`config.mk`:
```
export PLATFORM = sky130hd
export DESIGN_NAME = addsub_sequencer
export DESIGN_NICKNAME = d
export VERILOG_FILES = /design/src/rtl/addsub_pkg.sv /design/src/rtl/addsub_core.sv /design/src/rtl/addsub_sequencer.sv
export SDC_FILE = /design/constraint.sdc
export NUM_CORES = 1
export LEC_CHECK = 0
export CAP_MARGIN = 5
export CORE_MARGIN = 10
export CORE_UTILIZATION = 35
export CTS_CLUSTER_SIZE = 30
export DETAILED_ROUTE_END_ITERATION = 16
export PLACE_DENSITY_LB_ADDON = 0.3
export SYNTH_ARGS = -nofsm -noshare
export SYNTH_HDL_FRONTEND = slang
export SYNTH_HIERARCHICAL = 1
export SYNTH_SLANG_ARGS = --single-unit
```
`constraint.sdc`:
```
create_clock -name clk -period 5.95 [get_ports clk]
set_input_delay 0.8925 -clock clk [delete_from_list [all_inputs] [get_ports clk]]
set_output_delay 0.8925 -clock clk [all_outputs]
set_load 0.01 [all_outputs]
```
`src/rtl/addsub_pkg.sv`:
```
// Shared types for the add/sub sequencer: opcodes, FSM states and result flags.
package addsub_pkg;

  localparam int unsigned ADDSUB_WIDTH_DEFAULT = 16;

  // Opcode encoding as seen on in_op
  typedef enum logic [1:0] {
    OP_ADD = 2'b00,  // A + B
    OP_SUB = 2'b01,  // A - B
    OP_BA  = 2'b10,  // B - 2A, two passes
    OP_ACC = 2'b11   // acc + A
  } op_t;

  // Sequencer states
  typedef enum logic [1:0] {
    IDLE  = 2'b00,
    STEP1 = 2'b01,
    STEP2 = 2'b10,
    DONE  = 2'b11
  } state_t;

  // Result status flags
  typedef struct packed {
    logic c;  // carry out of the final pass (subtract: 1 = no borrow)
    logic v;  // signed overflow
    logic z;  // result is zero
    logic n;  // result sign bit
  } flags_t;

endpackage : addsub_pkg

```
`src/rtl/addsub_core.sv`:
```
// Combinational WIDTH-bit adder/subtractor: s = x + y, or x + ~y + 1 when sub=1.
module addsub_core #(
  parameter int unsigned WIDTH = 16
) (
  input  logic [WIDTH-1:0] x,
  input  logic [WIDTH-1:0] y,
  input  logic             sub,
  output logic [WIDTH-1:0] s,
  output logic             c,
  output logic             v
);

  logic [WIDTH-1:0] y_eff;
  logic [WIDTH:0]   sum;

  // Invert-and-carry subtract: the same adder serves both directions
  assign y_eff = sub ? ~y : y;
  assign sum   = {1'b0, x} + {1'b0, y_eff} + (WIDTH+1)'(sub);

  assign s = sum[WIDTH-1:0];
  assign c = sum[WIDTH];

  // Overflow: both effective operands share a sign that the result does not
  assign v = (x[WIDTH-1] == y_eff[WIDTH-1]) && (s[WIDTH-1] != x[WIDTH-1]);

endmodule : addsub_core

```
`src/rtl/addsub_sequencer.sv`:
```
// Handshaked add/sub front end running one or two passes through a single
// shared adder. Ops: A+B, A-B, B-2A (two passes) and running accumulate.
// Optional build macro ADDSUB_SAT_EN: saturate results on signed overflow.
module addsub_sequencer #(
  parameter int unsigned WIDTH = 16
) (
  input  logic             clk,
  input  logic             rst,
  input  logic             in_valid,
  output logic             in_ready,
  input  logic [1:0]       in_op,
  input  logic [WIDTH-1:0] in_a,
  input  logic [WIDTH-1:0] in_b,
  output logic             out_valid,
  input  logic             out_ready,
  output logic [WIDTH-1:0] out_s,
  output logic             out_c,
  output logic             out_v,
  output logic             out_z,
  output logic             out_n
);

  import addsub_pkg::*;

  localparam logic [WIDTH-1:0] SMAX = {1'b0, {(WIDTH-1){1'b1}}};
  localparam logic [WIDTH-1:0] SMIN = {1'b1, {(WIDTH-1){1'b0}}};

  state_t           state;
  op_t              op_r;
  logic [WIDTH-1:0] a_r;
  logic [WIDTH-1:0] b_r;
  logic [WIDTH-1:0] t_r;    // BA intermediate B-A
  logic             v1_r;   // BA first-pass overflow
  logic [WIDTH-1:0] acc;
  logic [WIDTH-1:0] s_r;
  flags_t           flags_r;
  logic             out_valid_r;

  logic [WIDTH-1:0] core_x;
  logic [WIDTH-1:0] core_y;
  logic             core_sub;
  logic [WIDTH-1:0] core_s;
  logic             core_c;
  logic             core_v;
  logic [WIDTH-1:0] res;
  logic             fin_v;
  flags_t           fin_flags;
  logic             accept;

  // Input handshake: ready when idle, or when the held result leaves this cycle
  assign in_ready = (state == IDLE) || ((state == DONE) && out_ready);
  assign accept   = in_valid && in_ready;

  // Operand routing into the shared adder for the current pass
  always_comb begin
    core_x   = '0;
    core_y   = '0;
    core_sub = 1'b0;
    case (state)
      STEP1: begin
        case (op_r)
          OP_ADD: begin
            core_x = a_r;
            core_y = b_r;
          end
          OP_SUB: begin
            core_x   = a_r;
            core_y   = b_r;
            core_sub = 1'b1;
          end
          OP_BA: begin
            core_x   = b_r;
            core_y   = a_r;
            core_sub = 1'b1;
          end
          OP_ACC: begin
            core_x = acc;
            core_y = a_r;
          end
          default: ;
        endcase
      end
      STEP2: begin
        core_x   = t_r;
        core_y   = a_r;
        core_sub = 1'b1;
      end
      default: ;
    endcase
  end

  addsub_core #(
    .WIDTH(WIDTH)
  ) u_core (
    .x   (core_x),
    .y   (core_y),
    .sub (core_sub),
    .s   (core_s),
    .c   (core_c),
    .v   (core_v)
  );

`ifdef ADDSUB_SAT_EN
  // On overflow the true result carries the sign shared by both operands
  assign res = core_v ? (core_x[WIDTH-1] ? SMIN : SMAX) : core_s;
`else
  // Wrap-around modulo 2^WIDTH; overflow is only reported
  assign res = core_s;
  logic unused_sat;
  assign unused_sat = ^{SMAX, SMIN};
`endif

  // Final-pass flags; BA overflow accumulates over both passes
  always_comb begin
    fin_v       = core_v || ((state == STEP2) && v1_r);
    fin_flags   = '0;
    fin_flags.c = core_c;
    fin_flags.v = fin_v;
    fin_flags.z = (res == '0);
    fin_flags.n = res[WIDTH-1];
  end

  // Sequencer FSM with registered result, flags and accumulator
  always_ff @(posedge clk) begin
    if (rst) begin
      state       <= IDLE;
      op_r        <= OP_ADD;
      a_r         <= '0;
      b_r         <= '0;
      t_r         <= '0;
      v1_r        <= 1'b0;
      acc         <= '0;
      s_r         <= '0;
      flags_r     <= '0;
      out_valid_r <= 1'b0;
    end else begin
      case (state)
        IDLE: begin
          if (accept) begin
            op_r  <= op_t'(in_op);
            a_r   <= in_a;
            b_r   <= in_b;
            state <= STEP1;
          end
        end
        STEP1, STEP2: begin
          if ((state == STEP1) && (op_r == OP_BA)) begin
            t_r   <= res;
            v1_r  <= core_v;
            state <= STEP2;
          end else begin
            s_r         <= res;
            acc         <= res;
            flags_r     <= fin_flags;
            out_valid_r <= 1'b1;
            state       <= DONE;
          end
        end
        DONE: begin
          if (out_ready) begin
            out_valid_r <= 1'b0;
            if (accept) begin
              op_r  <= op_t'(in_op);
              a_r   <= in_a;
              b_r   <= in_b;
              state <= STEP1;
            end else begin
              state <= IDLE;
            end
          end
        end
        default: state <= IDLE;
      endcase
    end
  end

  assign out_valid = out_valid_r;
  assign out_s     = s_r;
  assign out_c     = flags_r.c;
  assign out_v     = flags_r.v;
  assign out_z     = flags_r.z;
  assign out_n     = flags_r.n;

endmodule : addsub_sequencer

```
==> results by group, run 1 <==
Detailed routing
  – Vias: 4455
  – Via density: roughly 5.5
  – Routed len/inst: between 15 and 20 um
  – DRT Pass-1 Iters: 5
  – DR DRC count: 0
  – Routed wire length: ~14000 um
  – Drt initial violations: slightly below 400
  – ANT nets after route: 0

Logic synthesis
  – Count leader, synth: nand2_1
  – Post-synth EDFFs: 0
  – Syn nets: around 670
  – Synth Flop Type: dfxtp_1
  – Synthesized area per cell: ~7.8 um2
  – #FFs+latches synth: 73
  – Commonest cells post-synth: nand2_1 (98), a21oi_1 (81), dfxtp_1 (73)
  – Synth top area cells: dfxtp_1 (31%), a21oi_1 (8.7%), nand2_1 (7.9%)
  – Sequential share of the synthesized area: 31.24%
  – Netlist Area Pre-Place: around 4700 um2
  – Synth area leader: dfxtp_1
  – Asr flop ratio synth: 0%
  – Yosys top cell area share: a little under a third
  – Post-Syn Instances: 603
  – Netlist cell types: 55
  – Synth Warn #: 6

Cells and area
  – Share of layout cells above drive strength 1: approximately 5.2%
  – Layout fillers: around 1400
  – Antenna cells: 0
  – Syn-to-layout area delta: 18.24%
  – Nets: 690

Timing
  – F_max: between 200 and 250 MHz
  – Setup TNS: 0 ns
  – RSZ-0062 raised after global routing: false
  – Setup violations, final: 0
  – Final period util: 74.45%
  – Max-slew headroom: between 20% and 30%
  – Final Max Tran Viols: 0
  – Least-Margin Pin Slew: roughly 1.2 ns
  – Final hold vios: 0
  – Skew final: just over 0.008 ns
  – Final worst slack: 1.520 ns
  – Final min period: between 4 and 5 ns

Worst setup path
  – Critical path required time: 6.22 ns
  – WS Path Type: flop to flop
  – Critical path startpoint category: flop
  – WP data arrival: approximately 4.7 ns
  – Worst Path Max Fanout: 25
  – Launch point of the critical path: state[1]$_SDFFE_PP0P_
  – Worst r2r src: state[1]$_SDFFE_PP0P_
  – Setup crit end kind: flop

Die
  – I/O pin total: 60
  – Starting density of the core: around 35%
  – Die height: about 140 um
  – Core area: between 10000 and 15000 um2
  – Row Count: 42
  – Die width: approximately 140 um
  – Die Area: 18390 um2

Power and ir drop
  – Leak: 2.023 nW
  – Peak VDD IR: approximately 0.15 mV
  – Power per cell area: 380.9 nW/um2

Run
  – Max-cap violations: 0

Outcome
  – Status: complete, no violations

CTS
  – Clock Path Buffers: 2
  – Number of CTS-inserted buffers: 9
  – Worst-path clk slew: 0.06 ns
  – Clock root buffer: clkbuf_16
  – Post CTS Setup Buffer Count: 0
  – Clock sink total: 73
  – H-tree depth: 3
  – Post-cts gate resize count: 0
  – Hold Buf Count CTS: 0
  – Clock Latency Late Sink: roughly 0.34 ns
  – CTS tree: yes

Place
  – IO buf count: 59
  – DPL Wire Length: around 10000 um
  – Routability Congestion: 0.8683
  – Worst slack at placement: about 1.6 ns

Min path
  – Hold wc startpoint: out_c$_SDFFE_PP0P_
  – Worst hold path type: flop to flop

GRT
  – Vias in the first global route: ~4300
  – Total track usage: 15.34%
  – First-pass GRT wire length: ~23000 um
  – Largest net degree at the start of global routing: 75
  – Initial antenna violation count: 0
  – Remaining global-route overflow: 0
[state kept, by name, summed over array words and instances (netlist names), 2 cells and up]
| name | flops |
|---|---|
| out_s | 15 |
| b_r | 16 |
| state | 2 |
| a_r | 16 |
| t_r | 16 |
| op_r | 2 |
[where the power goes]
| part | switching, mW | internal, mW |
|---|---|---|
| Sequential | 0.0851 | 0.574 |
| Clock | 0.203 | 0.290 |
| Combinational | 0.590 | 0.364 |
| Total | 0.878 | 1.23 |
[per-stage QoR]
stage / cells / power [mW] / instance area (um2) / hold WS (ns) / util, %
4_1_cts: 808 / 2.117 / 5532 / 0.4605 / 41.94
2_1_floorplan: 603 / 1.353 / 4678 / 0.4366 / -
5_1_grt: 808 / 2.243 / 5532 / 0.4828 / 41.94
3_3_place_gp: 793 / 1.597 / 5268 / 0.4419 / 39.94
3_5_place_dp: 793 / 1.617 / 5268 / 0.4506 / 39.94
6_report: 808 / 2.107 / 5532 / 0.4576 / 41.94
[layout by cell type (no fill, tap or decap), types with 9 or more instances in the layout]
master / synthesis / final
inv_1: 10 / 10
a22o_1: 16 / 16
clkbuf_16: 0 / 9
a22oi_1: 15 / 15
o21ai_0: 33 / 33
nand3_1: 39 / 39
a21oi_1: 81 / 81
xor2_1: 21 / 21
ha_1: 23 / 23
clkdlybuf4s50_1: 0 / 58
nand2_1: 98 / 98
dfxtp_1: 73 / 73
a21boi_1: 18 / 18
xnor2_1: 9 / 9
nor3b_1: 16 / 16
o21ai_1: 25 / 25
nor2b_1: 22 / 22
[final cells by class]
cell class / instances / area [um2] / share of cell area (%)
clock inverter: 3 / 17.52 / 0.3167
multi-input combinational: 470 / 2925 / 52.88
inverter: 10 / 37.54 / 0.6786
clock buffer: 12 / 246.5 / 4.456
tap: 176 / 220.2 / 3.981
sequential: 73 / 1461 / 26.42
timing repair buffer: 64 / 623.1 / 11.26
[worst paths after layout]
check | to | cells past startpoint | slack (ns)
worst max register to register | out_z$_SDFFE_PP0P_ | 17 | 1.52
worst min-delay path | out_c$_SDFFE_PP0P_ | 2 | 0.46
worst min register to register | out_c$_SDFFE_PP0P_ | 2 | 0.46
worst max-delay path | out_z$_SDFFE_PP0P_ | 17 | 1.52
[layer usage]
layer / GRT usage [%] / up-vias / routed length (um)
met5: 0 / - / 0
met4: 5.144 / 0 / 204
met3: 2.374 / 12 / 716
met2: 24.11 / 129 / 6537
met1: 20.83 / 2142 / 6581
li1: - / 2172 / -
[kinds of logic after synthesis]
| logic type | count (synthesis) | synth area share, % |
|---|---|---|
| AOI/OAI and AO/OA | 213 | 28.22 |
| xor gates and xnor gates | 30 | 5.617 |
| adders and majority gates | 24 | 6.579 |
| buffers and inverters | 60 | 6.231 |
| DFF | 73 | 31.24 |
| muxes | 4 | 1.284 |
| and+or+nand+nor | 199 | 20.83 |
[critical path: stages, from the launching register on]
cell,delay (ns)
dfxtp_1,0.34
inv_1,0.11
ha_1,0.68
a21o_1,0.51
a22oi_1,0.16
nor2b_1,0.25
mux2_4,0.33
inv_1,0.08
fa_1,0.21
nor2b_1,0.08
o311ai_1,0.22
nand2_1,0.15
a41o_1,0.31
o2bb2ai_2,0.20
xnor2_1,0.13
nor4_1,0.30
nand4_1,0.15
o21ai_1,0.15
(Power assumes the default switching activity.)
==> inputs of run 2 (changes only) <==
Clock period 5.95 ns to 4 ns, I/O delays scaled along.
==> run 2 against run 1 <==
Effect of this change:
- global-route usage is 0.83 points lower
- die area unchanged
- sequential cell count did not move
- core utilization grew 0.84 points
- routed wire length shrank 3.2%
- sequential power up 49%
- final cell count is 1.1% higher
- critical path depth is 1 lower
- power up 52%
- largest cell class unchanged
==> results by group, run 2 (synthesized netlist as in run 1, its figures left out) <==
Outcome
  – Status: complete, no violations

GRT
  – Remaining global-route overflow: 0 (unchanged)
  – Vias in the first global route: 4253 (-2.1%)
  – Initial antenna violation count: 0 (unchanged)
  – Largest net degree at the start of global routing: 54 (-28%)
  – Total track usage: 14.51% (-0.83 points)
  – First-pass GRT wire length: 21790 um (-5.1%)

Detailed routing
  – Vias: 4414 (-0.92%)
  – Drt initial violations: 349 (-9.8%)
  – Routed len/inst: 16.64 um (-4.2%)
  – Routed wire length: 13600 um (-3.2%)
  – DR DRC count: 0 (unchanged)
  – DRT Pass-1 Iters: 5 (unchanged)
  – Via density: 5.403 (-2.0%)
  – ANT nets after route: 0 (unchanged)

CTS
  – H-tree depth: 3 (unchanged)
  – Hold Buf Count CTS: 0 (unchanged)
  – Number of CTS-inserted buffers: 9 (unchanged)
  – CTS tree: yes
  – Clock Latency Late Sink: 0.33 ns (about the same)
  – Clock root buffer: clkbuf_16
  – Clock sink total: 73 (unchanged)
  – Worst-path clk slew: 0.06 ns (about the same)
  – Clock Path Buffers: 2 (unchanged)

Timing
  – Least-Margin Pin Slew: 0.8337 ns (-0.3285 ns)
  – Final period util: 94.21% (+20 points)
  – Final Max Tran Viols: 0 (unchanged)
  – F_max: 265.4 MHz (+18%)
  – Max-slew headroom: 43.23% (+21 points)
  – Final min period: 3.768 ns (-0.6614 ns)
  – Final worst slack: 0.2317 ns (-1.289 ns)
  – Final hold vios: 0 (unchanged)
  – Setup violations, final: 0 (unchanged)
  – Skew final: 0.006716 ns (-0.001455 ns)

Power and ir drop
  – Peak VDD IR: 0.2188 mV (+50%)
  – Reg power frac: 30.7% (-0.6 points)
  – Sw Share: 40.71% (-0.97 points)
  – Psw: 1.303 mW (+48%)
  – Leak: 2.063 nW (+2.0%)
  – Clk network pwr share: 23.5% (about the same)
  – Total internal power: 1.898 mW (+54%)
  – Comb power frac: 45.7% (+0.4 points)
  – Power per cell area: 567.2 nW/um2 (+49%)

Cells and area
  – Syn-to-layout area delta: 20.62%
  – Antenna cells: 0 (unchanged)
  – Most frequent cells in the layout: nand2_1 (98), a21oi_1 (81), dfxtp_1 (72), clkdlybuf4s50_1 (58), nand3_1 (39)
  – Biggest regs: a_r (16), b_r (16), t_r (16)
  – Commonest non-fill, non-tap cell in the layout: nand2_1
  – Share of layout cells above drive strength 1: 7.488% (+2.3 points)
  – Nets: 698 (+1.2%)
  – Post-Route Utilization: 42.78% (+0.84 points)

Worst setup path
  – CP peak stage delay: 0.34 ns (-0.34 ns)
  – Worst Path Max Fanout: 19 (-24%)
  – Critical path required time: 4.27 ns (-1.95 ns)
  – CP endpoint: out_z$_SDFFE_PP0P_
  – Delay-heaviest family, CP: compound AO/OA/AOI/OAI gates
  – Worst r2r src: state[0]$_SDFFE_PP0P_
  – WS Path Type: flop to flop
  – Launch point of the critical path: state[0]$_SDFFE_PP0P_
  – WP depth: 16 (-1)
  – Worst Path Buf+Inv: 3 (+1)
  – WP data arrival: 4.04 ns (-0.66 ns)
  – Critical path startpoint category: flop
  – R2R depth: 16 (-1)
  – Cell chain of the critical path: inv_1, ha_1, buf_4, o21a_2, buf_4, xor2_1, ha_1, o21a_1, o211ai_1, a31oi_4, a211oi_2, a31o_1, xnor2_1, nor4_1, nand4_1, o21ai_1
  – Crit-path slowest cell: dfxtp_2
  – Reg2Reg Capture Point: out_z$_SDFFE_PP0P_
  – Setup slack, reg-to-reg: 0.23 ns (-1.29 ns)
  – Setup crit end kind: flop

Die
  – Starting density of the core: 35.47% (unchanged)
  – Die height: 135.6 um (unchanged)
  – I/O pin total: 60 (unchanged)
  – Core area: 13190 um2 (unchanged)
  – Die Area: 18390 um2 (unchanged)
  – Row Count: 42 (unchanged)
  – Die width: 135.6 um (unchanged)

Place
  – Worst slack at placement: 0.08218 ns (-1.499 ns)
  – DPL Wire Length: 10010 um (-1.5%)
  – Routability Congestion: 0.9168 (+5.6%)
  – IO buf count: 59 (unchanged)

Min path
  – Worst hold path type: flop to flop

Run
  – Max-cap violations: 0 (unchanged)
## run 2: layout make-up
| type | count | area (um2) |
|---|---|---|
| clock inverters | 2 | 12.51 |
| multi-input cells | 470 | 2959 |
| well taps | 176 | 220.2 |
| fillers | 1329 | 7547 |
| inverters | 10 | 37.54 |
| flip-flops and latches | 73 | 1463 |
| repair buffers | 72 | 686.9 |
| clock buffers | 14 | 264.0 |
## run 2: per-stage QoR
| stage | hold slack (ns) | area, um2 | total power, mW | TNS, ns | instances |
|---|---|---|---|---|---|
| after floorplan | 0.4366 | 4678 | 2.013 | 0 | 603 |
| after global placement | 0.4436 | 5313 | 2.392 | 0 | 799 |
| after detailed placement | 0.4514 | 5313 | 2.431 | 0 | 799 |
| after CTS | 0.4596 | 5589 | 3.182 | 0 | 815 |
| after global routing | 0.4776 | 5643 | 3.397 | -0.0001132 | 817 |
| final | 0.4550 | 5643 | 3.201 | 0 | 817 |
## run 2: worst min-delay path by stage
stage | cells past startpoint | end | startpoint | slack (ns)
final | 2 | out_c$_SDFFE_PP0P_ | out_c$_SDFFE_PP0P_ | 0.46
after global routing | 2 | t_r[12]$_SDFFE_PP0P_ | t_r[12]$_SDFFE_PP0P_ | 0.48
after CTS | 2 | t_r[7]$_SDFFE_PP0P_ | t_r[7]$_SDFFE_PP0P_ | 0.46
after detailed placement | 2 | t_r[7]$_SDFFE_PP0P_ | t_r[7]$_SDFFE_PP0P_ | 0.45
after global placement | 2 | t_r[8]$_SDFFE_PP0P_ | t_r[8]$_SDFFE_PP0P_ | 0.44
after floorplan | 2 | t_r[0]$_SDFFE_PP0P_ | t_r[0]$_SDFFE_PP0P_ | 0.44
## run 2: power by group through the flow
| stage | clock network [mW] | logic [mW] | registers [mW] |
|---|---|---|---|
| CTS | 0.765 | 1.44 | 0.977 |
| detailed placement | 0 | 1.44 | 0.991 |
| global route | 0.799 | 1.60 | 0.996 |
| global placement | 0 | 1.40 | 0.987 |
| floorplan | 0 | 1.06 | 0.957 |
| finish | 0.754 | 1.46 | 0.983 |
## run 2: repair_timing
action	CTS	global route
endpoints found under the setup margin	0	4
resized for setup	0	10
buffers inserted	0	2
## run 2: worst reg2reg max path, stage by stage, from the launching register on
cell      delay (ns)
dfxtp_2         0.34
inv_1           0.14
ha_1            0.23
buf_4           0.28
o21a_2          0.25
buf_4           0.24
xor2_1          0.22
ha_1            0.31
o21a_1          0.15
o211ai_1        0.28
a31oi_4         0.08
a211oi_2        0.31
a31o_1          0.20
xnor2_1         0.10
nor4_1          0.31
nand4_1         0.14
o21ai_1         0.15
## run 2: per-layer routing
layer | part of all wire, % | GRT usage (%) | up-vias | wire length [um]
li1 | - | - | 2189 | -
met1 | 47 | 19.30 | 2096 | 6418
met2 | 46 | 22.19 | 113 | 6199
met3 | 5.4 | 2.893 | 16 | 740
met4 | 1.7 | 6.220 | 0 | 237
met5 | 0 | 0 | - | 0
==> inputs of run 3 (changes only) <==
==> constraint.sdc (replaced) <==
create_clock -name clk -period 4 [get_ports clk]
set_input_delay 0.6 -clock clk [delete_from_list [all_inputs] [get_ports clk]]
set_output_delay 0.6 -clock clk [all_outputs]
set_load 0.005 [all_outputs]
==> results of run 3 <==
Same layout as run 2 (identical final DEF). Status: complete, no violations.
Among the figures that moved: total power 3.201 mW -> 3.180 mW
==> edit, RTL diff (settings of run 2) <==
`WIDTH` is set to 16 in 2 places; all go to 32.
--- a/src/rtl/addsub_core.sv
+++ b/src/rtl/addsub_core.sv
@@ -1,6 +1,6 @@
 // Combinational WIDTH-bit adder/subtractor: s = x + y, or x + ~y + 1 when sub=1.
 module addsub_core #(
-  parameter int unsigned WIDTH = 16
+  parameter int unsigned WIDTH = 32
 ) (
   input  logic [WIDTH-1:0] x,
   input  logic [WIDTH-1:0] y,
--- a/src/rtl/addsub_sequencer.sv
+++ b/src/rtl/addsub_sequencer.sv
@@ -2,7 +2,7 @@
 // shared adder. Ops: A+B, A-B, B-2A (two passes) and running accumulate.
 // Optional build macro ADDSUB_SAT_EN: saturate results on signed overflow.
 module addsub_sequencer #(
-  parameter int unsigned WIDTH = 16
+  parameter int unsigned WIDTH = 32
 ) (
   input  logic             clk,
   input  logic             rst,
Interface: changed (resized in_a, in_b and out_s); port bits go from 60 to 108. No check against the original RTL was run, so the function may have changed too.
==> edit against run 2 <==
- the run now ends with setup timing left
- synthesized cell count is 93% higher
- total power rose by 140%
- non-clock buffer count up 240
- synthesized area is 84% higher
- worst setup slack worse by 0.59 ns
- highest routed layer unchanged
- largest cell class unchanged
- routed wire length increased by 120%
- design area increased by 120%
- sequential cell count is 64 higher
==> edit: results (changes against run 2) <==
GRT
  – Met2 Track Usage GR: 30.87% (was 22.19%)
  – Met3 Usage GRT: 3.755% (was 2.893%)
  – Total congestion overflow: 0 (unchanged)
  – Initial antenna violation count: 0 (unchanged)
  – Met1 Resource Use GR: 23.62% (was 19.30%)
  – Vias in the first global route: 9166 (was 4253)
  – First-pass GRT wire length: 47400 um (was 21790 um)
  – Largest net degree at the start of global routing: 60 (was 54)
  – All-Layer GR Usage: 18.59% (was 14.51%)

Layout
  – Nets: 1518 (was 698)
  – Biggest regs: a_r (32), b_r (32), t_r (32) (was a_r (16), b_r (16), t_r (16))
  – N_diodes: 0 (unchanged)
  – Fraction of layout cells with a size suffix above 1: 22.31% (was 7.488%)

Yosys
  – Post-synthesis cell type count: 59 (was 55)
  – Yosys warnings: 6 (unchanged)
  – Cell with the most instances after synthesis: nand2_1 (unchanged)
  – Largest cells by area after synthesis: dfxtp_1, nand2_1, a21oi_1 (was dfxtp_1, a21oi_1, nand2_1)
  – Main flop type after synthesis: dfxtp_1 (unchanged)
  – Post-synthesis async set-or-reset flop share: 0% (unchanged)
  – Mapped Nets: 1274 (was 665)
  – Post-synth top cells: nand2_1, a21oi_1, dfxtp_1 (unchanged)
  – Sequential share of the synthesized area: 31.86% (was 31.24%)

CTS
  – Clk buf depth: 2 (unchanged)
  – Worst skew pair latency: 0.43 ns (was 0.33 ns)
  – Root buf cell: clkbuf_16 (unchanged)
  – Htree depth: 4 (was 3)
  – Cts bufs inserted: 17 (was 9)
  – Clk slew on worst S/H paths: 0.06 ns (about the same)

Detailed routing
  – Initial drt markers: 860 (was 349)
  – WL met2: 14220 um (was 6199 um)
  – Pre-antenna DRT Iters: 7 (was 5)
  – M1 WL: 13460 um (was 6418 um)
  – Top Metal Used: met4 (unchanged)
  – Routed via count: 9143 (was 4414)
  – Routed wl met3: 1666 um (was 740 um)
  – DR WL/cell: 17.07 um (was 16.64 um)

Worst setup path
  – Largest delay share family, worst path: simple AND/OR/NAND/NOR gates (was compound AO/OA/AOI/OAI gates)
  – CP max FO: 15 (was 19)
  – Crit path DAT: 4.73 ns (was 4.04 ns)
  – Worst path max stage delay: 0.41 ns (was 0.34 ns)
  – Slowest stage cell on the critical path: or4_1 (was dfxtp_2)

Run status
  – Failing checks: setup timing
  – Status: finished with violations (was complete, no violations)

Pwr
  – LEAKAGE: 4.979 nW (was 2.063 nW)
  – Max IR drop VDD: 0.3341 mV (was 0.2188 mV)

STA
  – Final setup fails: 3 (was 0)
  – Skew final: 0.008713 ns (was 0.006716 ns)
  – Slew margin rel.: 50.04% (was 43.23%)
  – Setup WS post-layout: -0.3616 ns (was 0.2317 ns)

Placed design
  – Detailed placement HPWL: 21050 um (was 10010 um)
  – Routability-driven placement congestion ratio: 0.9483 (was 0.9168)
  – Buffers on Ports: 107 (was 59)

Worst hold path
  – Hold Path Class: flop to flop (unchanged)
## edit: changes by cell type after synthesis, moves of 36 or more
cell	before	now
nand2_1	98	317
nand2b_1	0	36
clkbuf_1	18	60
dfxtp_1	73	137
a21oi_1	81	162
nor2b_1	22	69
## edit: worst register-to-register path, stage by stage, from the launching register on
cell,delay [ns]
dfxtp_4,0.37
inv_4,0.07
ha_4,0.17
buf_4,0.12
nand2_2,0.07
nor2_4,0.13
buf_12,0.16
a222oi_1,0.07
nor2b_1,0.21
mux2i_2,0.13
fa_2,0.36
nand2b_4,0.15
a211o_1,0.30
a31oi_4,0.27
nand3_4,0.11
a311oi_4,0.25
a211o_1,0.18
a21oi_2,0.06
xnor2_2,0.15
nor4_2,0.32
nand4_1,0.14
or4_1,0.41
o21ai_1,0.12
## edit: layout make-up
cell class	instances	area (um^2)
timing repair buffer	312	2773
inverter	15	61.31
clock inverter	6	110.1
tap	324	405.4
fill	2353	11810
clock buffer	26	509.2
multi-input combinational	925	5827
sequential	137	2758
## edit: path summary, 6_finish.rpt
kind,start,slack [ns],depth (start not counted),endpoint
worst max register to register,state[1],-0.36,22,out_z
worst max-delay path,state[1],-0.36,22,out_z
worst min register to register,t_r[8],0.46,2,t_r[8]
worst min-delay path,t_r[8],0.46,2,t_r[8]
## edit: power breakdown
| group | internal [W] | switching (W) | total (W) | leakage [nW] |
|---|---|---|---|---|
| Combinational | 0.00189 | 0.00219 | 0.00409 | 3.57 |
| Clock | 0.00106 | 0.000615 | 0.00168 | 0.297 |
| Sequential | 0.00158 | 0.000200 | 0.00178 | 1.12 |
| Total | 0.00454 | 0.00301 | 0.00755 | 4.98 |
## edit: per-stage QoR
step | cell area (um^2) | TNS [ns] | worst slack (ns) | std cells
2_1_floorplan | 8727 | -0.3370 | -0.3370 | 1164
3_3_place_gp | 11100 | -0.4729 | -0.4409 | 1674
3_5_place_dp | 11100 | -0.7106 | -0.5593 | 1674
4_1_cts | 12140 | -0.3149 | -0.3149 | 1734
5_1_grt | 12440 | -1.670 | -0.6155 | 1745
6_report | 12440 | -0.3928 | -0.3616 | 1745
## edit: cell families (layout without fill, tap and decap cells)
family,Yosys count,in the layout,share of synthesized area [%]
AOI/OAI and AO/OA,335,335,25.06
xor gates and xnor gates,61,61,6.206
adders and majority gates,40,40,5.901
buffers and inverters,102,359,4.884
DFF,137,137,31.86
muxes,4,4,0.5377
and+or+nand+nor,485,485,25.55
## edit: what timing repair did
| item | CTS | global route |
|---|---|---|
| resized for setup | 44 | 49 |
| setup endpoints to repair | 4 | 17 |
| setup buffers | 26 | 11 |
| cloned | 2 | 0 |
| pin swaps | 47 | 35 |
